File: config.mk
export PLATFORM = sky130hd
export DESIGN_NAME = select_encode_regfile_flat
export DESIGN_NICKNAME = d
export VERILOG_FILES = /design/src/rtl/mini_src_pkg.sv /design/src/rtl/select_encode_regfile_if.sv /design/src/rtl/select_encode_regfile_reg32_en.sv /design/src/rtl/select_encode_regfile.sv /design/src/flat_wrapper.sv
export SDC_FILE = /design/constraint.sdc
export NUM_CORES = 1
export LEC_CHECK = 0
export CELL_PAD_IN_SITES_DETAIL_PLACEMENT = 1
export CELL_PAD_IN_SITES_GLOBAL_PLACEMENT = 1
export CORE_ASPECT_RATIO = 0.7
export CORE_MARGIN = 3
export CORE_UTILIZATION = 32
export DETAILED_ROUTE_END_ITERATION = 10
export HOLD_SLACK_MARGIN = 0.06
export PLACE_DENSITY = 0.84
export SLEW_MARGIN = 20
export SYNTH_ARGS = -nofsm -noshare
export SYNTH_HDL_FRONTEND = slang
export SYNTH_SLANG_ARGS = --single-unit
File: constraint.sdc
create_clock -name clock -period 1.6 [get_ports clock]
set_input_delay 0.24 -clock clock [delete_from_list [all_inputs] [get_ports clock]]
set_output_delay 0.24 -clock clock [all_outputs]
set_load 0.01 [all_outputs]
File: src/rtl/mini_src_pkg.sv
// Shared constants for the register-select / register-file slice: widths and IR field positions.
// Latency: none (constants only).
// Backpressure: none (constants only).
package mini_src_pkg;

    localparam int DATA_WIDTH = 32;
    localparam int NUM_REGS   = 16;
    localparam int REG_IDX_W  = $clog2(NUM_REGS);
    localparam int C_WIDTH    = 19;

    // Register fields inside the instruction word
    localparam int RA_MSB = 26;
    localparam int RA_LSB = 23;
    localparam int RB_MSB = 22;
    localparam int RB_LSB = 19;
    localparam int RC_MSB = 18;
    localparam int RC_LSB = 15;

    // Immediate constant occupies IR[C_MSB:0]
    localparam int C_MSB  = C_WIDTH - 1;

endpackage

File: src/rtl/select_encode_regfile_if.sv
// Bus-side bundle between the control unit / bus mux and the register file.
// Latency: wires only; timing is set by the modules on either side.
// Backpressure: none; strobes are level-sensitive and sampled every cycle.
interface select_encode_regfile_if;
    import mini_src_pkg::*;

    // Control unit and bus towards the register file
    logic [DATA_WIDTH-1:0]          BusMuxOut;
    logic [DATA_WIDTH-1:0]          IR;
    logic                           Gra;
    logic                           Grb;
    logic                           Grc;
    logic                           Rin;
    logic                           Rout;
    logic                           BAout;
    logic                           HIin;
    logic                           LOin;

    // Register file towards the bus encoder and mux
    logic [NUM_REGS-1:0]            Rout_onehot;
    logic [NUM_REGS*DATA_WIDTH-1:0] BusMuxIn_R;
    logic [DATA_WIDTH-1:0]          BusMuxIn_HI;
    logic [DATA_WIDTH-1:0]          BusMuxIn_LO;
    logic [DATA_WIDTH-1:0]          C_sign_extended;
    logic                           sel_err;

    modport master (
        output BusMuxOut, IR, Gra, Grb, Grc, Rin, Rout, BAout, HIin, LOin,
        input  Rout_onehot, BusMuxIn_R, BusMuxIn_HI, BusMuxIn_LO, C_sign_extended, sel_err
    );

    modport slave (
        input  BusMuxOut, IR, Gra, Grb, Grc, Rin, Rout, BAout, HIin, LOin,
        output Rout_onehot, BusMuxIn_R, BusMuxIn_HI, BusMuxIn_LO, C_sign_extended, sel_err
    );

endinterface

File: src/rtl/select_encode_regfile_reg32_en.sv
// Single data-width register with load enable and synchronous active-low clear.
// Latency: 1 cycle from d_i/en_i to q_o.
// Backpressure: none; holds its value whenever en_i is low.
module reg32_en
    import mini_src_pkg::*;
(
    input  logic                  clk_i,
    input  logic                  clear_i,
    input  logic                  en_i,
    input  logic [DATA_WIDTH-1:0] d_i,
    output logic [DATA_WIDTH-1:0] q_o
);

    logic [DATA_WIDTH-1:0] data_q;

    // Clear wins over load; otherwise capture d_i when enabled
    always_ff @(posedge clk_i) begin
        if (!clear_i) begin
            data_q <= '0;
        end else if (en_i) begin
            data_q <= d_i;
        end
    end

    assign q_o = data_q;

endmodule

File: src/rtl/select_encode_regfile.sv
// Decodes IR register fields into load/drive strobes and holds R0..R15, HI, LO for the bus.
// Latency: writes land 1 cycle after the strobe; Rout_onehot, bus views and C are combinational.
// Backpressure: none; every strobe is acted on in the cycle it is presented.
module select_encode_regfile
    import mini_src_pkg::*;
(
    input  logic                   clock,
    input  logic                   clear,
    select_encode_regfile_if.slave bus
);

    logic [REG_IDX_W-1:0]           sel_idx;
    logic                           sel_vld;
    logic                           multi_sel;
    logic [NUM_REGS-1:0]            sel_onehot;
    logic [NUM_REGS-1:0]            load_en;
    logic [DATA_WIDTH-1:0]          reg_q [NUM_REGS];
    logic [DATA_WIDTH-1:0]          hi_q;
    logic [DATA_WIDTH-1:0]          lo_q;
    logic [NUM_REGS*DATA_WIDTH-1:0] r_view;
    logic                           sel_err_d;
    logic                           sel_err_q;
    logic                           unused_ir;

    // Field select with Gra > Grb > Grc priority; nothing selected when none is asserted
    always_comb begin
        sel_idx = '0;
        sel_vld = 1'b0;
        if (bus.Gra) begin
            sel_idx = bus.IR[RA_MSB:RA_LSB];
            sel_vld = 1'b1;
        end else if (bus.Grb) begin
            sel_idx = bus.IR[RB_MSB:RB_LSB];
            sel_vld = 1'b1;
        end else if (bus.Grc) begin
            sel_idx = bus.IR[RC_MSB:RC_LSB];
            sel_vld = 1'b1;
        end
    end

    assign multi_sel  = (bus.Gra & bus.Grb) | (bus.Gra & bus.Grc) | (bus.Grb & bus.Grc);
    assign sel_onehot = sel_vld ? (NUM_REGS'(1) << sel_idx) : '0;
    assign load_en    = bus.Rin  ? sel_onehot : '0;

    assign bus.Rout_onehot = bus.Rout ? sel_onehot : '0;

    for (genvar i = 0; i < NUM_REGS; i++) begin : g_reg
        reg32_en u_reg (
            .clk_i   (clock),
            .clear_i (clear),
            .en_i    (load_en[i]),
            .d_i     (bus.BusMuxOut),
            .q_o     (reg_q[i])
        );
    end

    reg32_en u_hi (
        .clk_i   (clock),
        .clear_i (clear),
        .en_i    (bus.HIin),
        .d_i     (bus.BusMuxOut),
        .q_o     (hi_q)
    );

    reg32_en u_lo (
        .clk_i   (clock),
        .clear_i (clear),
        .en_i    (bus.LOin),
        .d_i     (bus.BusMuxOut),
        .q_o     (lo_q)
    );

    // Pack register views for the bus mux; R0 reads as zero during a base-address read
    always_comb begin
        r_view = '0;
        for (int i = 0; i < NUM_REGS; i++) begin
            r_view[DATA_WIDTH*i +: DATA_WIDTH] = reg_q[i];
        end
        if (bus.BAout) begin
            r_view[DATA_WIDTH-1:0] = '0;
        end
    end

    assign bus.BusMuxIn_R  = r_view;
    assign bus.BusMuxIn_HI = hi_q;
    assign bus.BusMuxIn_LO = lo_q;

    assign bus.C_sign_extended = {{(DATA_WIDTH-C_WIDTH){bus.IR[C_MSB]}}, bus.IR[C_MSB:0]};

    // Ambiguous select is sticky until reset; the access itself still uses the priority winner
    always_comb begin
        sel_err_d = sel_err_q | ((bus.Rin | bus.Rout) & multi_sel);
    end

    // Error flag register
    always_ff @(posedge clock) begin
        if (!clear) begin
            sel_err_q <= 1'b0;
        end else begin
            sel_err_q <= sel_err_d;
        end
    end

    assign bus.sel_err = sel_err_q;

    // Opcode bits above the Ra field are not used by this block
    assign unused_ir = ^bus.IR[DATA_WIDTH-1:RA_MSB+1];

endmodule

File: src/flat_wrapper.sv
// flat-port wrapper written by rule: the top's interface ports become plain ports
module select_encode_regfile_flat import mini_src_pkg::*;
  (clock, clear, bus_BusMuxOut, bus_IR, bus_Gra, bus_Grb, bus_Grc, bus_Rin, bus_Rout, bus_BAout, bus_HIin, bus_LOin, bus_Rout_onehot, bus_BusMuxIn_R, bus_BusMuxIn_HI, bus_BusMuxIn_LO, bus_C_sign_extended, bus_sel_err);
  select_encode_regfile_if bus_i ();
  input  logic clock;
  input  logic clear;
  input wire logic [$bits(bus_i.BusMuxOut)-1:0] bus_BusMuxOut;
  input wire logic [$bits(bus_i.IR)-1:0] bus_IR;
  input wire logic [$bits(bus_i.Gra)-1:0] bus_Gra;
  input wire logic [$bits(bus_i.Grb)-1:0] bus_Grb;
  input wire logic [$bits(bus_i.Grc)-1:0] bus_Grc;
  input wire logic [$bits(bus_i.Rin)-1:0] bus_Rin;
  input wire logic [$bits(bus_i.Rout)-1:0] bus_Rout;
  input wire logic [$bits(bus_i.BAout)-1:0] bus_BAout;
  input wire logic [$bits(bus_i.HIin)-1:0] bus_HIin;
  input wire logic [$bits(bus_i.LOin)-1:0] bus_LOin;
  output wire logic [$bits(bus_i.Rout_onehot)-1:0] bus_Rout_onehot;
  output wire logic [$bits(bus_i.BusMuxIn_R)-1:0] bus_BusMuxIn_R;
  output wire logic [$bits(bus_i.BusMuxIn_HI)-1:0] bus_BusMuxIn_HI;
  output wire logic [$bits(bus_i.BusMuxIn_LO)-1:0] bus_BusMuxIn_LO;
  output wire logic [$bits(bus_i.C_sign_extended)-1:0] bus_C_sign_extended;
  output wire logic [$bits(bus_i.sel_err)-1:0] bus_sel_err;
  assign bus_i.BusMuxOut = bus_BusMuxOut;
  assign bus_i.IR = bus_IR;
  assign bus_i.Gra = bus_Gra;
  assign bus_i.Grb = bus_Grb;
  assign bus_i.Grc = bus_Grc;
  assign bus_i.Rin = bus_Rin;
  assign bus_i.Rout = bus_Rout;
  assign bus_i.BAout = bus_BAout;
  assign bus_i.HIin = bus_HIin;
  assign bus_i.LOin = bus_LOin;
  assign bus_Rout_onehot = bus_i.Rout_onehot;
  assign bus_BusMuxIn_R = bus_i.BusMuxIn_R;
  assign bus_BusMuxIn_HI = bus_i.BusMuxIn_HI;
  assign bus_BusMuxIn_LO = bus_i.BusMuxIn_LO;
  assign bus_C_sign_extended = bus_i.C_sign_extended;
  assign bus_sel_err = bus_i.sel_err;
  select_encode_regfile u_core (.clock(clock), .clear(clear), .bus(bus_i));
endmodule
==> impl_metrics.env <==
export IMPL_power_internal_mw=24.1
export IMPL_fp_dieArea_um2=71300
export IMPL_numCtsBuffers=57
export IMPL_seq_power_share_pct=46.3
export IMPL_synth_edff_count=0
export IMPL_layout_setup_ws_ns=-0.106
export IMPL_critPathLaunchType="primary input"
export IMPL_synthesis_area_um2=21800
export IMPL_worstSetupEndpointType="output port"
export IMPL_path_class="in2out"
export IMPL_port_buffers=663
export IMPL_grt_pass1_vias=19700
export IMPL_start_util_pct=32.6
export IMPL_p_switching_mw=8.06
export IMPL_violations="setup timing"
export IMPL_power_frac_comb_pct=9.8
export IMPL_hold_class="in2reg"
export IMPL_fin_crit_sh_pct=107
export IMPL_synthCells=2067
export IMPL_worst_pin_slew_ns=0.445
export IMPL_final_cell_mix="mux2i_1, dfxtp_1, nand2_1"
export IMPL_min_period_ns=1.71
export IMPL_firstDrtPassIters=5
export IMPL_gp_congestion=0.938
export IMPL_drt_wl_total_um=89000
export IMPL_async_flop_share_pct=0
export IMPL_hpwl_um=62000
export IMPL_ys_seq_area_share_pct=53.0
export IMPL_antenna_found_initial=1
export IMPL_cts_buffer_depth=3
export IMPL_crit_fanout=4
export IMPL_syn_nets=2141
export IMPL_finalNetCount=2823
export IMPL_fp_row_count=79
export IMPL_clk_pin_slew_ns=0.07
export IMPL_coreArea_um2=66900
export IMPL_remaining_drc_errors=0
export IMPL_ys_types=35
export IMPL_cts_sinks=577
export IMPL_vias=17900
export IMPL_rsz0062_at_grt="true"
export IMPL_finalHoldViolations=0
export IMPL_reg2reg_depth=2
export IMPL_ios=699
export IMPL_slew_violations=0
export IMPL_grt_usage_pct=23.5
export IMPL_dpl_cell_count=3559
export IMPL_drtIter0Drc=824
export IMPL_holdWs_ns=0.206
export IMPL_grt_max_degree=66
export IMPL_drive_gt1_share_pct=13.8
export IMPL_wl_per_cell_um=24.2
export IMPL_maxSlewHeadroom_pct=70.3
export IMPL_die_y_um=224
export IMPL_vias_per_cell=4.86
export IMPL_setup_viol=16
export IMPL_final_antenna_net_count=0
export IMPL_ctsRootBufferMaster="clkbuf_16"
export IMPL_skew_ns=0
export IMPL_stdcell_area_um2=31700
export IMPL_antenna_cells=0
export IMPL_ir_drop_uv=732
export IMPL_final_common_cell="mux2i_1"
export IMPL_insertion_delay_ns=0.62
export IMPL_switching_share_pct=25.1
export IMPL_critPathArrivalTime_ns=1.47
export IMPL_overflow=0
export IMPL_ys_ff_latch=577
export IMPL_h_tree_depth=2
export IMPL_cap_violations=0
export IMPL_area_growth_pct=45.4
export IMPL_cts_tree="done"
export IMPL_fmax_mhz=586
export IMPL_grt_pass1_wl_um=129000
export IMPL_synthFlopType="dfxtp_1"
export IMPL_outcome="finished, violations left"
export IMPL_place_area_um2=30200
export IMPL_power_density_nw_per_um2=1010
export IMPL_clockPowerShare_pct=43.8
export IMPL_whs_path_depth=4
export IMPL_required_ns=1.36
export IMPL_die_w_um=318
export IMPL_power_leakage_nw=17.8
export IMPL_stdcell_count=3683
export IMPL_postSynthAreaPerCell_um2=10.5
export IMPL_synth_warnings=0
==> power groups by stage <==
| stage | combinational [mW] | clock, mW | sequential, mW |
|---|---|---|---|
| detailed placement | 3.26 | 0 | 15.2 |
| CTS | 3.12 | 14.4 | 14.9 |
| global route | 3.33 | 15.0 | 14.9 |
| floorplan | 1.36 | 0 | 15.3 |
| global placement | 3.18 | 0 | 15.2 |
| finish | 3.16 | 14.1 | 14.9 |
==> cell usage after synthesis (all sizes together) (2+ instances only) <==
| cell | count | area (µm²) |
|---|---|---|
| nand3b | 6 | 57.6 |
| a21oi | 4 | 23.8 |
| dfxtp | 577 | 11600 |
| and3b | 2 | 18.8 |
| nand4 | 16 | 332 |
| clkbuf | 105 | 394 |
| nand2 | 551 | 2070 |
| mux2i | 576 | 5770 |
| inv | 3 | 11.3 |
| nor2b | 99 | 619 |
| buf | 94 | 709 |
| nor2 | 17 | 63.8 |
| nand3 | 2 | 10.0 |
==> cell families after synthesis <==
logic type             after synthesis  share of synthesized area [%]
and+or+nand+nor                    695                           14.6
DFF                                577                           53.0
muxes                              576                           26.4
buffers and inverters              202                           5.11
AOI/OAI and AO/OA                   17                          0.855
==> metal layers <==
layer | GRT usage [%] | routed length, µm | share of wire [%]
met3 | 5.08 | 4560 | 5.1
met5 | 0 | 0 | 0
met1 | 27.1 | 35900 | 40
met2 | 42.8 | 45200 | 51
met4 | 8.91 | 3390 | 3.8
==> critical path, stage by stage <==
cell and delay (ns):
clkdlybuf4s15_1 0.22, nand2_2 0.13, a31oi_4 0.12, buf_6 0.15
nand3b_1 0.26, nor2_2 0.18, buf_2 0.18
==> through the flow <==
step           worst slack (ns)  setup TNS (ns)  power, mW  util [%]
3_3_place_gp             -0.853         -389.69       18.4      45.2
5_1_grt                  -0.118           -1.37       33.2      47.4
2_1_floorplan           -0.0233           -1.76       16.7         -
6_report                 -0.106          -0.899       32.2      47.4
4_1_cts                 -0.0136         -0.0295       32.4      47.2
3_5_place_dp             -0.970         -449.98       18.5      45.2
==> worst paths after layout <==
kind	startpoint	end	slack [ns]
worst max-delay path	bus_IR[20]	bus_Rout_onehot[12]	-0.11
worst min-delay path	bus_HIin	u_core.u_hi.q_o[2]	0.21
worst max register to register	u_core.g_reg[14].u_reg.q_o[30]	u_core.g_reg[14].u_reg.q_o[30]	0.86
worst min register to register	u_core.g_reg[0].u_reg.q_o[28]	u_core.g_reg[0].u_reg.q_o[28]	0.45
==> sequential cells by signal, summed over array words and instances (netlist names) <==
register            count
u_core.g.u_reg.q_o    512
u_core.u_hi.q_o        32
u_core.u_lo.q_o        32
u_core.bus.sel_err      1
==> area by class of cell <==
cell class	count	area, µm²
clock buffer	78	1660
clock inverter	24	273
sequential	577	11600
timing repair buffer	822	7760
fill	7369	35200
inverter	3	15.0
tap	891	1110
multi-input combinational	1288	9320
==> repair_timing <==
action	CTS	global route
resized for setup	823	39
hold endpoints to repair	6	0
buffers inserted	13	5
endpoints found under the setup margin	1118	32
cloned	1	3
hold buffers	1	0
pin swaps	23	15
Note: power is estimated with default switching activity, not from simulation.
